`src/rtl/if_fetch_queue.sv`:
```
// if_fetch_queue
//   Instruction-fetch front end. Owns the fetch PC, issues in-order word
//   fetches to instruction memory, and buffers the in-order responses in a
//   DEPTH-entry circular queue. The decode stage drains it through a
//   valid/ready handshake. A redirect flushes the queue, counts the responses
//   still in flight so they are discarded on arrival, and restarts fetch.
//
// Parameters
//   DEPTH     queue entries and maximum requests in flight (power of two, >= 2)
//   RESET_PC  fetch address after reset
//
// Ports
//   clk, reset                  clock; asynchronous active-high reset
//   imem_req_valid/ready/addr   fetch request channel (word-aligned address)
//   imem_rsp_valid/data         in-order response; never backpressured
//   redirect_valid/pc           one-cycle flush and restart at redirect_pc
//   id_valid/ready/instr/pc     head instruction and its PC towards decode
//
// Build option
//   IF_QUEUE_BYPASS_EN  when defined, a response landing in an empty head
//                       entry is forwarded to id_* in the same cycle.
module if_fetch_queue #(
  parameter int unsigned DEPTH    = 4,
  parameter logic [31:0] RESET_PC = 32'h0000_0000
) (
  input  logic        clk,
  input  logic        reset,
  output logic        imem_req_valid,
  input  logic        imem_req_ready,
  output logic [31:0] imem_req_addr,
  input  logic        imem_rsp_valid,
  input  logic [31:0] imem_rsp_data,
  input  logic        redirect_valid,
  input  logic [31:0] redirect_pc,
  output logic        id_valid,
  input  logic        id_ready,
  output logic [31:0] id_instr,
  output logic [31:0] id_pc
);

  localparam int unsigned PW = $clog2(DEPTH);
  localparam int unsigned CW = PW + 2;

  // Pointers carry a wrap bit so full and empty are distinguishable.
  logic [PW:0]   head_ptr, tail_ptr, fill_ptr;
  logic [PW:0]   drop_cnt;
  logic [31:0]   fetch_pc;
  logic [31:0]   q_pc    [DEPTH];
  logic [31:0]   q_instr [DEPTH];

  logic [PW-1:0] head_idx, tail_idx, fill_idx;
  logic [PW:0]   alloc_cnt, unfilled_cnt, rsp_cnt;
  logic [CW-1:0] used_cnt;
  logic          credit, accept, rsp_drop, rsp_fill, head_filled, pop;

  assign head_idx     = head_ptr[PW-1:0];
  assign tail_idx     = tail_ptr[PW-1:0];
  assign fill_idx     = fill_ptr[PW-1:0];
  assign alloc_cnt    = tail_ptr - head_ptr;
  assign unfilled_cnt = tail_ptr - fill_ptr;
  assign rsp_cnt      = {{PW{1'b0}}, imem_rsp_valid};

  // Stale responses still owed by memory occupy credit just like live
  // entries, which guarantees every response has somewhere to land.
  assign used_cnt = CW'(alloc_cnt) + CW'(drop_cnt);
  assign credit   = used_cnt < CW'(DEPTH);

  // Gating with reset keeps the request quiet while reset is held; a redirect
  // withdraws any pending request so the old stream never gets another beat.
  assign imem_req_valid = !reset && credit && !redirect_valid;
  assign imem_req_addr  = fetch_pc;
  assign accept         = imem_req_valid && imem_req_ready;

  assign rsp_drop    = imem_rsp_valid && (drop_cnt != '0);
  assign rsp_fill    = imem_rsp_valid && (drop_cnt == '0);
  assign head_filled = head_ptr != fill_ptr;

`ifdef IF_QUEUE_BYPASS_EN
  logic byp;
  // Head not yet filled but its response is arriving right now.
  assign byp = rsp_fill && !head_filled;
`endif

  always_comb begin
    id_valid = head_filled;
    id_instr = head_filled ? q_instr[head_idx] : '0;
`ifdef IF_QUEUE_BYPASS_EN
    if (byp) begin
      id_valid = 1'b1;
      id_instr = imem_rsp_data;
    end
`endif
    id_pc = id_valid ? q_pc[head_idx] : '0;
  end

  // A pop coinciding with a redirect belongs to the flushed stream.
  assign pop = id_valid && id_ready && !redirect_valid;

  // Control state: pointers, drop counter, fetch PC.
  always_ff @(posedge clk or posedge reset) begin
    if (reset) begin
      head_ptr <= '0;
      tail_ptr <= '0;
      fill_ptr <= '0;
      drop_cnt <= '0;
      fetch_pc <= RESET_PC;
    end else if (redirect_valid) begin
      // Everything in flight (already owed plus unfilled entries) becomes
      // stale, minus the response retiring in this very cycle.
      head_ptr <= tail_ptr;
      fill_ptr <= tail_ptr;
      drop_cnt <= drop_cnt + unfilled_cnt - rsp_cnt;
      fetch_pc <= redirect_pc & 32'hFFFF_FFFC;
    end else begin
      if (accept) begin
        tail_ptr <= tail_ptr + 1'b1;
        fetch_pc <= fetch_pc + 32'd4;
      end
      if (rsp_drop) drop_cnt <= drop_cnt - 1'b1;
      if (rsp_fill) fill_ptr <= fill_ptr + 1'b1;
      if (pop)      head_ptr <= head_ptr + 1'b1;
    end
  end

  // Queue payload: only read when the matching pointers say it is valid.
  always_ff @(posedge clk) begin
    if (accept) q_pc[tail_idx] <= fetch_pc;
    if (rsp_fill && !redirect_valid) q_instr[fill_idx] <= imem_rsp_data;
  end

endmodule

```
`config.mk`:
```
export PLATFORM = sky130hd
export DESIGN_NAME = if_fetch_queue
export DESIGN_NICKNAME = d
export VERILOG_FILES = /design/src/rtl/if_fetch_queue.sv
export SDC_FILE = /design/constraint.sdc
export NUM_CORES = 1
export LEC_CHECK = 0
export ABC_AREA = 1
export CAP_MARGIN = 0
export CORE_ASPECT_RATIO = 0.7
export CORE_MARGIN = 1.5
export CORE_UTILIZATION = 49
export CTS_CLUSTER_DIAMETER = 200
export DETAILED_ROUTE_END_ITERATION = 7
export GPL_ROUTABILITY_DRIVEN = 0
export PLACE_DENSITY = 0.78
export SLEW_MARGIN = 10
export SYNTH_ARGS = -nofsm -noshare
export SYNTH_HDL_FRONTEND = slang
export SYNTH_SLANG_ARGS = --single-unit
```
`constraint.sdc`:
```
create_clock -name clk -period 5.92 [get_ports clk]
set_input_delay 1.184 -clock clk [delete_from_list [all_inputs] [get_ports clk]]
set_output_delay 1.184 -clock clk [all_outputs]
set_load 0.05 [all_outputs]
```
==> impl_metrics.py, run 1 <==
metrics = {
    "die": {
        "die_y_um": 140,
        "initial_core_util_pct": 50.5,
        "rows": 49,
        "die_area_sq_um": 27800,
        "die_w_um": 199,
        "io_pins": 168,
        "fp.coreArea_sq_um": 26000,
    },
    "grt": {
        "track_usage_pct": 22.9,
        "grt_pass1_wl_um": 49600,
        "grt_pass1_vias": 9152,
        "gr-usage-met1_pct": 33.3,
        "overflow": 0,
        "busiest_layer": "met2",
        "use_met2_pct": 36.2,
        "use_met3_pct": 4.45,
        "antenna_found_initial": 0,
        "grt_max_degree": 67,
    },
    "sta": {
        "hold_violations": 0,
        "slew_viol_final": 0,
        "finalCritPeriodShare_pct": 85.7,
        "clock_skew_ps": 13.0,
        "holdWs_ps": 622,
        "setup_viol": 0,
        "setup_slack_ps": 845,
        "slew_headroom_pct": 23.8,
        "rsz0062_at_grt": "false",
        "worst_pin_slew_ps": 1140,
        "fin_crit_ps": 5080,
        "finalSetupTns_ps": 0,
        "fmax_mhz": 197,
    },
    "routing": {
        "vias": 9469,
        "drc": 0,
        "wl_per_cell_um": 17.7,
        "drt_iter0_drc": 705,
        "ant_nets": 0,
        "drt_pass1_iterations": 7,
        "routed_via_density": 5.31,
        "drt_wl_total_um": 31500,
    },
    "pwr": {
        "powerDensity_nw_per_um2": 600,
        "seqPwrFrac_pct": 29.7,
        "power_switching_mw": 4.50,
        "vdd_drop_max_uv": 514,
        "p_leak_nw": 5.82,
        "switching_share_pct": 47.1,
        "p_clk_share_pct": 19.0,
        "p_comb_share_pct": 51.3,
        "p_int_mw": 5.05,
    },
    "finish": {
        "nets": 1495,
        "final_cell_area_sq_um": 15900,
        "antenna_cells": 0,
        "area_growth_pct": 21.1,
        "layout-drive-gt1-share_pct": 7.15,
        "final_core_util_pct": 61.2,
    },
    "setup_path": {
        "cp.required_ps": 4740,
        "ff2ff_setup_slack_ps": 1680,
        "crit_type": "flip-flop to primary output",
        "worst-path-max-fanout": 64,
        "start_kind": "flip-flop",
        "crit_path_end_kind": "primary output",
        "crit_arrival_ps": 3890,
    },
    "yosys": {
        "seq_area_frac_synth_pct": 64.7,
        "synth-seq-cells": 290,
        "synth_common_cells": "292 x nor2_1, 248 x edfxtp_1, 198 x nand2_1, 136 x o21ai_0",
        "synthArstFlopShare_pct": 14.5,
        "synth_area_leaders": "edfxtp_1 57%, nor2_1 8.3%, dfrtp_1 8.0%",
        "yosysTopAreaCell": "edfxtp_1",
        "syn_inst": 1261,
        "yosys_most_used_dff": "edfxtp_1",
        "yosysTopAreaCellShare_pct": 56.7,
        "syn_area_per_cell_sq_um": 10.4,
        "yosysWarningCount": 0,
        "synth_cell_types": 33,
        "synth-edff-count": 248,
        "post-synth-top-count-cell": "nor2_1",
        "syn-cell-area_sq_um": 13100,
    },
    "placed_design": {
        "pre_cts_ws_ps": 1390,
        "port_buffers": 161,
        "placed_area_sq_um": 15000,
        "place_hpwl_um": 19500,
    },
    "cts": {
        "htreeDepth": 1,
        "ctsLongestPathBuffers": 3,
        "clock_latency_ps": 530,
        "path_clk_slew_ps": 70,
        "cts-root-buf": "clkbuf_16",
        "cts_resized": 0,
        "clock-sinks": 290,
        "postCtsSetupRepairBufs": 0,
        "cts_made_buffers": 28,
        "cts_tree": "done",
        "holdBufCountCts": 0,
    },
    "hold_path": {
        "min-delay-path-class": "flip-flop to flip-flop",
    },
    "run_status": {
        "status": "completed",
    },
    "run": {
        "max_cap_violations": 0,
    },
}
-- kinds of logic after synthesis --
group | count (synthesis) | share of synthesized area [%]
AND/OR/NAND/NOR | 589 | 18.7
flip-flops | 290 | 64.7
AO/OA/AOI/OAI | 207 | 8.04
buffers and inverters | 134 | 4.94
adder cells (fa/ha/maj) | 21 | 2.29
XOR/XNOR | 19 | 1.32
other | 1 | 0.0285
-- stage by stage --
step / instances / total power, mW
after floorplan: 1264 / 6.21
after detailed placement: 1731 / 7.76
after global routing: 1783 / 10.0
after CTS: 1783 / 9.59
after global placement: 1731 / 7.68
final: 1783 / 9.54
-- worst max-delay path, cell delays in order, from the launching register on --
cell and delay, ps:
dfrtp_4 890, ha_1 250, inv_1 50, fa_1 370, xnor2_1 170, xor2_1 160
ha_1 240, nor2_1 130, o21ai_0 100, nor2_1 150, clkdlybuf4s50_1 830
-- final cells by class --
cell class                      count  area (sq um)
Tap cell                          357           447
Clock buffer                       35           748
Fill cell                        2102         10100
Clock inverter                     17           199
Inverter                           71           267
Sequential cell                   290          8500
Multi-Input combinational cell    840          4040
Timing Repair Buffer              173          1700
-- power by group through the flow --
stage | Combinational, mW | Clock, mW | Sequential [mW]
4_1_cts | 4.91 | 1.84 | 2.84
5_1_grt | 5.24 | 1.92 | 2.87
3_5_place_dp | 4.88 | 0 | 2.87
6_report | 4.89 | 1.82 | 2.84
3_3_place_gp | 4.81 | 0 | 2.87
2_1_floorplan | 3.35 | 0 | 2.86
-- registers in the layout, indices dropped and copies added, names as in the netlist --
register and flops:
q_pc 120, q_instr 128, imem_req_addr 30, fill_ptr 3
drop_cnt 3, tail_ptr 3, head_ptr 3
-- layout by cell type, fill, tap and decap left out, types with 2 or more instances in the layout --
| cell type | n |
|---|---|
| nor2_1 | 285 |
| edfxtp_1 | 248 |
| nand2_1 | 198 |
| clkdlybuf4s50_1 | 161 |
| o21ai_0 | 136 |
| nand3_1 | 64 |
| inv_1 | 63 |
| a21oi_1 | 63 |
| dfrtp_1 | 40 |
| clkbuf_16 | 29 |
| nor2_2 | 16 |
| ha_1 | 16 |
| buf_4 | 12 |
| nand2_2 | 9 |
| xor2_1 | 9 |
| xnor2_1 | 9 |
| nor2_4 | 8 |
| clkinv_1 | 8 |
| inv_2 | 7 |
| clkbuf_1 | 6 |
| o21bai_1 | 5 |
| fa_1 | 5 |
| conb_1 | 4 |
| bufinv_16 | 4 |
| clkinvlp_4 | 3 |
| nand3_2 | 2 |
| o211ai_1 | 2 |
| or2_2 | 2 |
-- layer usage --
metal / wire (um) / vias up
met5: 0 / -
met4: 428 / 0
met3: 2690 / 35
met2: 14400 / 377
met1: 14000 / 4543
li1: - / 4514
-- worst paths after layout --
kind,depth (start not counted),endpoint,startpoint
max in group asynchronous,3,head_ptr[0],reset
worst max-delay path,10,imem_req_valid,head_ptr[0]
worst max register to register,12,q_pc[2][25],head_ptr[0]
min in group asynchronous,3,imem_req_addr[24],reset
worst min register to register,1,tail_ptr[2],tail_ptr[2]
worst min-delay path,1,tail_ptr[2],tail_ptr[2]
No activity file was read; power rests on OpenSTA's default activity.
==> run 2, diff against run 1 <==
- MAX_ROUTING_LAYER: default -> met4
- PLACE_DENSITY: 0.78 -> 0.74
==> run 2 against run 1 <==
Clock skew is essentially flat; global-route usage grew 1.6 points; core utilization shrank 0.29 points; count of clock-buffer cells in the layout shrank 2; critical path depth shrank 5.
==> impl_metrics.py, run 2 (synthesis results as in run 1) <==
metrics = {
    "setup_path": {
        "cpPeakStageDelay_ps": 860,
        "crit_chain": "inv_2, buf_4, o21ai_0, a21oi_1, clkdlybuf4s50_1",
        "crit_arrival_ps": 3860,
        "crit_buf_inv": 3,
        "start_kind": "flip-flop",
        "cp.required_ps": 4740,
        "ff2ff_setup_slack_ps": 1640,
        "ff2ff_path_depth": 12,
        "cp_top_family": "buffers and inverters",
        "worst-path-max-fanout": 56,
        "cp_slowest_cell": "clkdlybuf4s50_1",
        "crit_path_end_kind": "primary output",
        "crit_type": "flip-flop to primary output",
        "r2r_end": "q_pc[0][27]",
        "r2r-start": "head_ptr[0]",
    },
    "finish": {
        "layout-drive-gt1-share_pct": 7.29,
        "nets": 1497,
        "area_growth_pct": 20.5,
        "top_register": "q_instr",
        "largest_reg_flops": 128,
        "final_core_util_pct": 60.9,
        "antenna_cells": 0,
        "layout_commonest_cell": "nor2_1",
        "final_cell_mix": "285 x nor2_1, 248 x edfxtp_1, 198 x nand2_1, 161 x clkdlybuf4s50_1, 136 x o21ai_0",
    },
    "sta": {
        "setup_viol": 0,
        "rsz0062_at_grt": "false",
        "clock_skew_ps": 13.5,
        "worst_pin_slew_ps": 1140,
        "fmax_mhz": 198,
        "fin_crit_ps": 5040,
        "hold_violations": 0,
        "finalSetupTns_ps": 0,
        "slew_headroom_pct": 24.0,
        "finalCritPeriodShare_pct": 85.2,
        "slew_viol_final": 0,
    },
    "hold_path": {
        "hold_depth": 1,
        "whs_endpoint": "tail_ptr[2]",
        "min-delay-path-class": "flip-flop to flip-flop",
        "hold_start": "tail_ptr[2]",
    },
    "routing": {
        "drt_wl_total_um": 32300,
        "drt_pass1_iterations": 5,
        "wl_per_cell_um": 18.1,
        "drc": 0,
        "highest_layer": "met4",
        "vias": 9493,
        "drt-met1-wl_um": 15300,
        "wl_met2_um": 14200,
        "drt_iter0_drc": 743,
        "routed_via_density": 5.32,
        "wl_met3_um": 2360,
        "ant_nets": 0,
    },
    "grt": {
        "grt_pass1_wl_um": 51000,
        "antenna_found_initial": 0,
        "track_usage_pct": 24.6,
        "overflow": 0,
        "grt_pass1_vias": 9175,
        "grt_max_degree": 75,
    },
    "die": {
        "die_area_sq_um": 27800,
        "initial_core_util_pct": 50.5,
        "fp.coreArea_sq_um": 26000,
        "die_y_um": 140,
        "die_w_um": 199,
        "io_pins": 168,
        "rows": 49,
    },
    "pwr": {
        "p_leak_nw": 5.80,
        "powerDensity_nw_per_um2": 596,
        "finalPower_mw": 9.43,
        "vdd_drop_max_uv": 628,
    },
    "cts": {
        "ctsLongestPathBuffers": 3,
        "cts_tree": "done",
        "clock-sinks": 290,
        "clock_latency_ps": 540,
        "holdBufCountCts": 0,
        "cts_made_buffers": 28,
        "postCtsSetupRepairBufs": 0,
        "htreeDepth": 1,
        "cts_resized": 0,
        "cts-root-buf": "clkbuf_16",
        "path_clk_slew_ps": 70,
    },
    "placed_design": {
        "place_hpwl_um": 20000,
        "port_buffers": 161,
    },
    "run": {
        "max_cap_violations": 0,
    },
    "run_status": {
        "status": "completed",
    },
}
-- run 2: how the worst max path moves through the flow --
stage                      startpoint        endpoint  slack, ps  depth (start not counted)
final                     head_ptr[0]     id_instr[8]        880                          5
after global placement    head_ptr[0]  imem_req_valid       1400                         10
after CTS                 head_ptr[0]  imem_req_valid        820                         10
after floorplan                 reset     q_pc[0][10]       1560                          5
after detailed placement  head_ptr[0]  imem_req_valid       1390                         10
after global routing      head_ptr[0]    id_instr[24]        710                          5
-- run 2: per-layer routing --
metal	vias to the layer above	GRT usage, %
li1	4515	-
met1	4587	36.3
met2	344	36.3
met3	47	3.92
met4	0	4.51
met5	-	-
-- run 2: cell type report --
| cell class | count | area, sq um |
|---|---|---|
| Fill cell | 2097 | 10200 |
| Sequential cell | 290 | 8500 |
| Tap cell | 357 | 447 |
| Multi-Input combinational cell | 840 | 4040 |
| Inverter | 71 | 267 |
| Timing Repair Buffer | 175 | 1720 |
| Clock buffer | 33 | 741 |
| Clock inverter | 17 | 115 |
-- run 2: stage by stage --
stage / setup WS (ps) / instances / hold slack (ps) / cell area (sq um)
final: 877 / 1783 / 621 / 15800
after CTS: 816 / 1783 / 615 / 15800
after global routing: 706 / 1783 / 654 / 15800
after floorplan: 1560 / 1264 / 549 / 13100
after global placement: 1400 / 1733 / 600 / 15000
after detailed placement: 1390 / 1733 / 599 / 15000
-- run 2: where the power goes --
group          internal, mW  switching [mW]
clock network         0.934           0.737
registers              2.47           0.362
logic                  1.52            3.41
total                  4.92            4.51
-- run 2: worst register-to-register path, delay by kind of cell (launching register included) --
family / cells / cell delay [ps]
flops: 1 / 860
fa+ha+maj: 3 / 880
xor+xnor: 2 / 330
buf+inv: 3 / 550
simple gates: 4 / 1310
